$ cat config.mk
export PLATFORM = sky130hd
export DESIGN_NAME = param_counter
export DESIGN_NICKNAME = d
export VERILOG_FILES = /design/src/rtl/counter_pkg.sv /design/src/rtl/btn_debounce.sv /design/src/rtl/param_counter.sv
export SDC_FILE = /design/constraint.sdc
export NUM_CORES = 1
export LEC_CHECK = 0
export CAP_MARGIN = 0
export CORE_MARGIN = 2
export CORE_UTILIZATION = 35
export DETAILED_ROUTE_END_ITERATION = 7
export HOLD_SLACK_MARGIN = 0.02
export PLACE_DENSITY = 0.66
export SYNTH_ARGS = -nofsm -noshare
export SYNTH_HDL_FRONTEND = slang
export SYNTH_SLANG_ARGS = --single-unit
$ cat constraint.sdc
create_clock -name clk_200mhz -period 4.1 [get_ports clk_200mhz]
set_clock_uncertainty 0.05 [all_clocks]
set_input_delay 0.41 -clock clk_200mhz [delete_from_list [all_inputs] [get_ports clk_200mhz]]
set_output_delay 0.41 -clock clk_200mhz [all_outputs]
set_load 0.01 [all_outputs]
$ cat src/rtl/counter_pkg.sv
// Shared encodings and helpers for the param_counter block.
// Optional debounce is selected with `define COUNTER_DEBOUNCE_EN (see btn_debounce).
package counter_pkg;

  typedef enum logic {
    DIR_UP   = 1'b0,
    DIR_DOWN = 1'b1
  } dir_e;

  typedef enum logic {
    MODE_WRAP = 1'b0,
    MODE_SAT  = 1'b1
  } mode_e;

  // Bits needed to hold 0..n-1, never less than one bit.
  function automatic int unsigned cnt_width(input int unsigned n);
    return (n < 2) ? 1 : $clog2(n);
  endfunction

endpackage

$ cat src/rtl/btn_debounce.sv
// Two-flop synchroniser for the board button, plus an optional stability filter
// enabled by `define COUNTER_DEBOUNCE_EN (otherwise dout follows the synchroniser).
module btn_debounce
  import counter_pkg::*;
#(
  parameter int unsigned DEB_CYCLES = 16
) (
  input  logic clk_200mhz,
  input  logic rst,
  input  logic din,
  output logic dout
);

  if (DEB_CYCLES < 1) begin : g_bad_deb_cycles
    $error("btn_debounce: DEB_CYCLES must be >= 1");
  end

  logic sync1_q;
  logic sync2_q;

  always_ff @(posedge clk_200mhz) begin
    if (rst) begin
      sync1_q <= 1'b0;
      sync2_q <= 1'b0;
    end else begin
      sync1_q <= din;
      sync2_q <= sync1_q;
    end
  end

`ifdef COUNTER_DEBOUNCE_EN
  localparam int unsigned DEB_W = cnt_width(DEB_CYCLES);
  localparam logic [DEB_W-1:0] DEB_LAST = DEB_W'(DEB_CYCLES - 1);

  logic [DEB_W-1:0] cnt_q, cnt_d;
  logic             stable_q, stable_d;

  // cnt_q counts consecutive cycles the synchronised input has differed from
  // the accepted level; any agreement restarts the run.
  always_comb begin
    cnt_d    = '0;
    stable_d = stable_q;
    if (sync2_q != stable_q) begin
      if (cnt_q == DEB_LAST) begin
        stable_d = sync2_q;
      end else begin
        cnt_d = cnt_q + 1'b1;
      end
    end
  end

  always_ff @(posedge clk_200mhz) begin
    if (rst) begin
      cnt_q    <= '0;
      stable_q <= 1'b0;
    end else begin
      cnt_q    <= cnt_d;
      stable_q <= stable_d;
    end
  end

  assign dout = stable_q;
`else
  assign dout = sync2_q;
`endif

endmodule

$ cat src/rtl/param_counter.sv
// Button-enabled up/down counter with wrap/saturate boundary handling, tc pulse and LED.
// Define COUNTER_DEBOUNCE_EN to filter the button before it enables counting.
module param_counter
  import counter_pkg::*;
#(
  parameter int unsigned WIDTH      = 5,
  parameter int unsigned MAX_VAL    = (2 ** WIDTH) - 1,
  parameter int unsigned PRESCALE   = 20,
  parameter int unsigned DEB_CYCLES = 16
) (
  input  logic             clk_200mhz,
  input  logic             rst,
  input  logic             button,
  input  logic             mode_sat,
  input  logic             dir_down,
  input  logic             clear,
  output logic [WIDTH-1:0] count,
  output logic             tc,
  output logic             led_0
);

  if (MAX_VAL < 1 || MAX_VAL > (2 ** WIDTH) - 1) begin : g_bad_max_val
    $error("param_counter: MAX_VAL must be in 1..2**WIDTH-1");
  end
  if (PRESCALE < 1) begin : g_bad_prescale
    $error("param_counter: PRESCALE must be >= 1");
  end

  localparam int unsigned      PRE_W    = cnt_width(PRESCALE);
  localparam logic [PRE_W-1:0] PRE_LAST = PRE_W'(PRESCALE - 1);
  localparam logic [WIDTH-1:0] MAX_C    = WIDTH'(MAX_VAL);

  logic btn_q;

  btn_debounce #(
    .DEB_CYCLES (DEB_CYCLES)
  ) u_btn_debounce (
    .clk_200mhz (clk_200mhz),
    .rst        (rst),
    .din        (button),
    .dout       (btn_q)
  );

  // Free-running prescaler; clear does not touch it so the tick cadence is kept.
  logic [PRE_W-1:0] pre_q, pre_d;
  logic             tick;

  always_comb begin
    tick  = (pre_q == PRE_LAST);
    pre_d = tick ? '0 : pre_q + 1'b1;
  end

  logic             step;
  dir_e             dir;
  mode_e            mode;
  logic [WIDTH-1:0] count_q, count_d;
  logic [WIDTH-1:0] up_val, dn_val;
  logic             tc_q, tc_d;
  logic             led_q, led_d;

  assign step = tick & btn_q;
  assign dir  = dir_e'(dir_down);
  assign mode = mode_e'(mode_sat);

  // tc flags a wrap, or the step that first lands on the boundary while
  // saturating; a held step at the boundary is silent.
  always_comb begin
    count_d = count_q;
    tc_d    = 1'b0;
    up_val  = count_q + 1'b1;
    dn_val  = count_q - 1'b1;
    if (clear) begin
      count_d = '0;
    end else if (step) begin
      if (dir == DIR_UP) begin
        if (count_q != MAX_C) begin
          count_d = up_val;
          tc_d    = (mode == MODE_SAT) && (up_val == MAX_C);
        end else if (mode == MODE_WRAP) begin
          count_d = '0;
          tc_d    = 1'b1;
        end
      end else begin
        if (count_q != '0) begin
          count_d = dn_val;
          tc_d    = (mode == MODE_SAT) && (dn_val == '0);
        end else if (mode == MODE_WRAP) begin
          count_d = MAX_C;
          tc_d    = 1'b1;
        end
      end
    end
    led_d = led_q ^ tc_d;
  end

  always_ff @(posedge clk_200mhz) begin
    if (rst) begin
      pre_q   <= '0;
      count_q <= '0;
      tc_q    <= 1'b0;
      led_q   <= 1'b0;
    end else begin
      pre_q   <= pre_d;
      count_q <= count_d;
      tc_q    <= tc_d;
      led_q   <= led_d;
    end
  end

  assign count = count_q;
  assign tc    = tc_q;
  assign led_0 = led_q;

endmodule

# [After elaboration in Yosys (flattened, before gate mapping)]
# Index checks and enable logic that the tools add are counted.
[word_totals] output_inout_bits=7 romBits=0 regBits=14 mem_bits_rw=0 memories=0 inputBits=6 latch_bits=0
[classes] n_eq_ne=5 n_lt_le_gt_ge=0 n_mul=0 reduce_logical=7 shifts=0 n_div=0 n_addsub=3 n_bitwise=2 muxes=11
[op_table] op="$mux W5" count=5
[op_table] op="$add A5 B1 Y5 const B" count=2
[op_table] op="$eq A5 B5 Y1 const B" count=2
[op_table] op="$mux W1" count=6
[op_table] op="$logic_not A5 Y1" count=1
[op_table] op="$ne A5 B5 Y1 const B" count=1
[op_table] op="$reduce_bool A5 Y1" count=1
[op_table] op="$sub A5 B1 Y5 const B" count=1
[op_table] op="$reduce_or A2 Y1" count=2
[op_table] op="$ne A3 B1 Y1 const B" count=1
[op_table] op="$ne A3 B2 Y1 const B" count=1
[op_table] op="$reduce_and A3 Y1" count=1
[op_table] op="$logic_and A1 B1 Y1" count=2
[op_table] op="$and A1 B1 Y1" count=1
[op_table] op="$xor A1 B1 Y1" count=1

# [Logic depth before layout (Yosys ltp)]
[depth] depth_word=8 depth_mapped=8 mapped_depth_nobuf=8

# [Cells and area by module]
# From an unflattened synthesis, not the netlist that was laid out.
[hier_totals] hier_cells=94 hier_area_um2=849.6
[modules_own_cells] mod="param_counter" seq_area_each_um2=240.2 cells_per_inst=90 area_per_inst_um2=797.0 n_inst=1
[modules_own_cells] mod="btn_debounce" seq_area_each_um2=40.0 cells_per_inst=4 area_per_inst_um2=52.6 n_inst=1

# [Worst setup path before layout]
# OpenSTA, ideal clock, no wires.
[synth_path] path_type="reg2reg" start="register count_q[0] (netlist: count[0])" end="register led_q (netlist: led_0)" n_path_buf=0 synth_period_minus_slack_ns=2.242 t_required_ns=3.927 path_stages_with_launch=8 setup_slack_ns=1.858 arrival_ns=2.069 path_cell_list="dfxtp_1 ha_1 and3_1 ha_1 and3_1 nand3_1 a2111oi_2 mux2_1"
[synth_between] elab_chain_len=8 elab_cells_between_ends=14 classes_between="add/sub: 2; eq/ne: 2; mux: 5; bitwise: 1; reduce/logical: 4"
[synth_rtl] item="from (decl)" line="param_counter.sv:56" text="logic [WIDTH-1:0] count_q, count_d;"
[synth_rtl] item="from (signal assigned)" line="param_counter.sv:104" text="count_q <= count_d;"
[synth_rtl] item="$add A5 B1 Y5 or $sub A5 B1 Y5 (tied branches)" line="param_counter.sv:70, param_counter.sv:71"
[synth_rtl] item="$eq A5 B5 Y1 or $logic_not A5 Y1 (tied branches)" line="param_counter.sv:78, param_counter.sv:86"
[synth_rtl] item="$logic_and A1 B1 Y1 (on tied branches)" line="param_counter.sv:78, param_counter.sv:86"
[synth_rtl] item="$mux W1 (on tied branches)" line="param_counter.sv:76, param_counter.sv:84"
[synth_rtl] item="$mux W1 *" line="param_counter.sv:75" text="if (dir == DIR_UP) begin"
[synth_rtl] item="$mux W1 *" line="param_counter.sv:74" text="end else if (step) begin"
[synth_rtl] item="$mux W1 *" line="param_counter.sv:72" text="if (clear) begin"
[synth_rtl] item="$xor A1 B1 Y1 *" line="param_counter.sv:93" text="led_d = led_q ^ tc_d;"
[synth_rtl] item="to (signal assigned)" line="param_counter.sv:106" text="led_q <= led_d;"
[synth_rtl] item="to (decl)" line="param_counter.sv:59" text="logic led_q, led_d;"
# Mark *: on every way between the ends. The rest lies on a longest branch, timed or not.
# A chain may end at the register's enable or synchronous reset.

# [Worst setup path after layout]
# Ends and elaborated chain as after synthesis.

==> metrics.md <==
| Metric | Value |
|---|---|
| Top-area cell type share of the netlist area | `33.6%` |
| Worst slew pin tran | `0.498 ns` |
| Crit Path Category | `register to register` |
| Worst Hold Class | `register to register` |
| Area grow syn2layout | `20.6%` |
| Leakage power | `0.000377 uW` |
| Most common cell after layout, fill and taps aside | `dfxtp_1` |
| Die Wd | `52.8 um` |
| Synth Flop Type | `dfxtp_1` |
| Clock Latency Late Sink | `0.27 ns` |
| Clock tree from TritonCTS | `yes` |
| Max incr delay on CP | `0.50 ns` |
| Commonest cells after routing, fill and taps aside | `dfxtp_1, clkdlybuf4s50_1, nor2_1` |
| Status | `finished, final reports clean` |
| Worst endpoint required time | `4.21 ns` |
| Yosys warns | `0` |
| Final ANT Viol Nets | `0` |
| Post-Syn Nets | `106` |
| Iter 0 DRT Violations | `14` |
| Worst R2R Setup Slack | `1.72 ns` |
| Initial antenna violation count | `0` |
| Largest net degree at the start of global routing | `14` |
| P per Cell Area | `258 nW/um2` |
| Longest Clk Path Bufs | `2` |
| N_diodes | `0` |
| Startpoint Class | `register` |
| Die Y | `52.8 um` |
| # rows | `17` |
| Clock root buffer | `clkbuf_4` |
| Placer Congestion | `0.888` |
| Critical-path top delay cell | `dfxtp_1` |
| Number of global-route vias before repair | `607` |
| Hold slack | `0.397 ns` |
| Number of H-tree levels | `1` |
| Synth Cell Area | `833 um2` |
| Nets@finish | `119` |
| Ratio of cells with drive above 1 in the final layout | `9.43%` |
| Via density | `5.34` |
| Post-Syn Area per Cell | `8.86 um2` |
| Post-synthesis sequential area ratio | `33.6%` |
| Post-route minimum period | `2.38 ns` |
| Pins Over Slew Limit | `0` |
| Cell variety after synth | `37` |
| Fill cells | `224` |
| Port Buffers | `12` |
| Core area | `2230 um2` |
| Post_cts resized | `0` |
| Fin Setup TNS | `0 ns` |
| Post-Route WL | `1620 um` |
| Period utilization | `58.1%` |
| CP Capture Type | `register` |
| Rel. slew slack | `66.6%` |
| Worst path cell trace | `inv_1, ha_1, o41ai_2, a41oi_1, a2111oi_2, mux2_1` |
| F_max | `420 MHz` |
| First-pass GRT wire length | `2700 um` |
| Ports | `13` |
| Via count | `715` |
| # clock sinks | `14` |
| # Post-CTS Setup Buffers | `0` |
| Synth area leader | `dfxtp_1` |
| Clock buffer count from CTS | `3` |
| Drt wl/cell | `12.1 um` |
| Final count of hold timing violations | `0` |
| Worst endpoint data arrival time | `2.49 ns` |
| FF+latch count, synth | `14` |
| Hold_buf cts | `0` |
| RSZ-0062 raised after global routing | `no` |
| Number of flops mapped to enable cells by yosys | `0` |
| Initial core utilization | `37.3%` |
| GRT Util Overall | `13.2%` |
| Peak supply drop | `0.000215 V` |
| Final setup viols | `0` |
| Area contributors post-synth | `dfxtp_1, ha_1, nor2_1, xnor2_1, nor2b_1` |
| Drt pass-1 iters | `4` |
| Synth async-reset ratio | `0%` |
| CP max FO | `9` |
| Die area | `2790 um2` |
| DPL Wire Length | `1200 um` |
| Clock-pin slew on the worst setup and hold paths | `0.09 ns` |
| Gate Count Post-Synth | `94` |
| Total gr overflow | `0` |
| DR DRC count | `0` |
| Max_cap viols | `0` |
path summary, 6_finish.rpt:
path                            endpoint  startpoint  cells past startpoint
worst min register to register  pre_q[0]    pre_q[0]                      1
worst max register to register     led_0    count[0]                      6
worst min-delay path            pre_q[0]    pre_q[0]                      1
worst max-delay path               led_0    count[0]                      6
synth_stat cells, types with 2 or more instances:
cell and n:
o21ai_0 5, a22oi_1 3, dfxtp_1 14, nor2b_1 4
o21a_1 2, nor2_1 11, xor2_1 2, nand3b_1 2
clkbuf_1 2, nor3_1 3, nand3_1 3, a21oi_1 3
o31ai_1 2, and3_1 2, ha_1 6, mux2i_1 2
inv_1 5, xnor2_1 4
power by group:
group          internal (uW)  switching (uW)
sequential               139            2.32
clock                   53.9            44.2
combinational           10.1            9.79
total                    203            56.3
per-stage QoR:
stage | instances | worst slack [ns] | power (uW) | instance area (um2) | util, %
3_3_place_gp | 130 | 1.63 | 164 | 968 | 43.4
6_report | 134 | 1.72 | 260 | 1000 | 45.0
3_5_place_dp | 130 | 1.64 | 165 | 968 | 43.4
4_1_cts | 134 | 1.70 | 262 | 1000 | 45.0
2_1_floorplan | 94 | 1.86 | 156 | 833 | -
5_1_grt | 134 | 1.54 | 272 | 1000 | 45.0
sequential cells by signal, indices dropped and copies added, names as in the netlist:
name	cells
u_btn_debounce.dout	1
u_btn_debounce.sync1_q	1
pre_q	5
count	5
led_0	1
tc	1
cell type report:
type | count | area (um2) | share of cell area (%)
Clock buffer | 4 | 36.3 | 3.61
Inverter | 5 | 18.8 | 1.87
Multi-Input combinational cell | 71 | 514 | 51.2
Sequential cell | 14 | 280 | 27.9
Tap cell | 28 | 35.0 | 3.49
Timing Repair Buffer | 12 | 120 | 12.0
per-layer routing:
layer / global-route usage [%] / vias to the layer above / wire [um]
met5: 0 / - / 0
met4: 3.85 / 0 / 14
met3: 3.71 / 2 / 78
met2: 20.8 / 17 / 723
met1: 17.4 / 335 / 799
li1: - / 361 / -
critical path, delay by kind of cell, from the launching register on:
kind,cells,cell delay [ns]
buf+inv,1,0.14
compound gates,3,0.91
mux,1,0.36
fa+ha+maj,1,0.30
flops,1,0.50
cells by family after synthesis:
family	synth area share, %
flip-flops	33.6
multiplexers	3.75
buffers and inverters	4.65
AND/OR/NAND/NOR	21.9
adder cells (fa/ha/maj)	9.01
XOR/XNOR	6.31
AO/OA/AOI/OAI	20.7
Note: power is estimated with default switching activity, not from simulation.
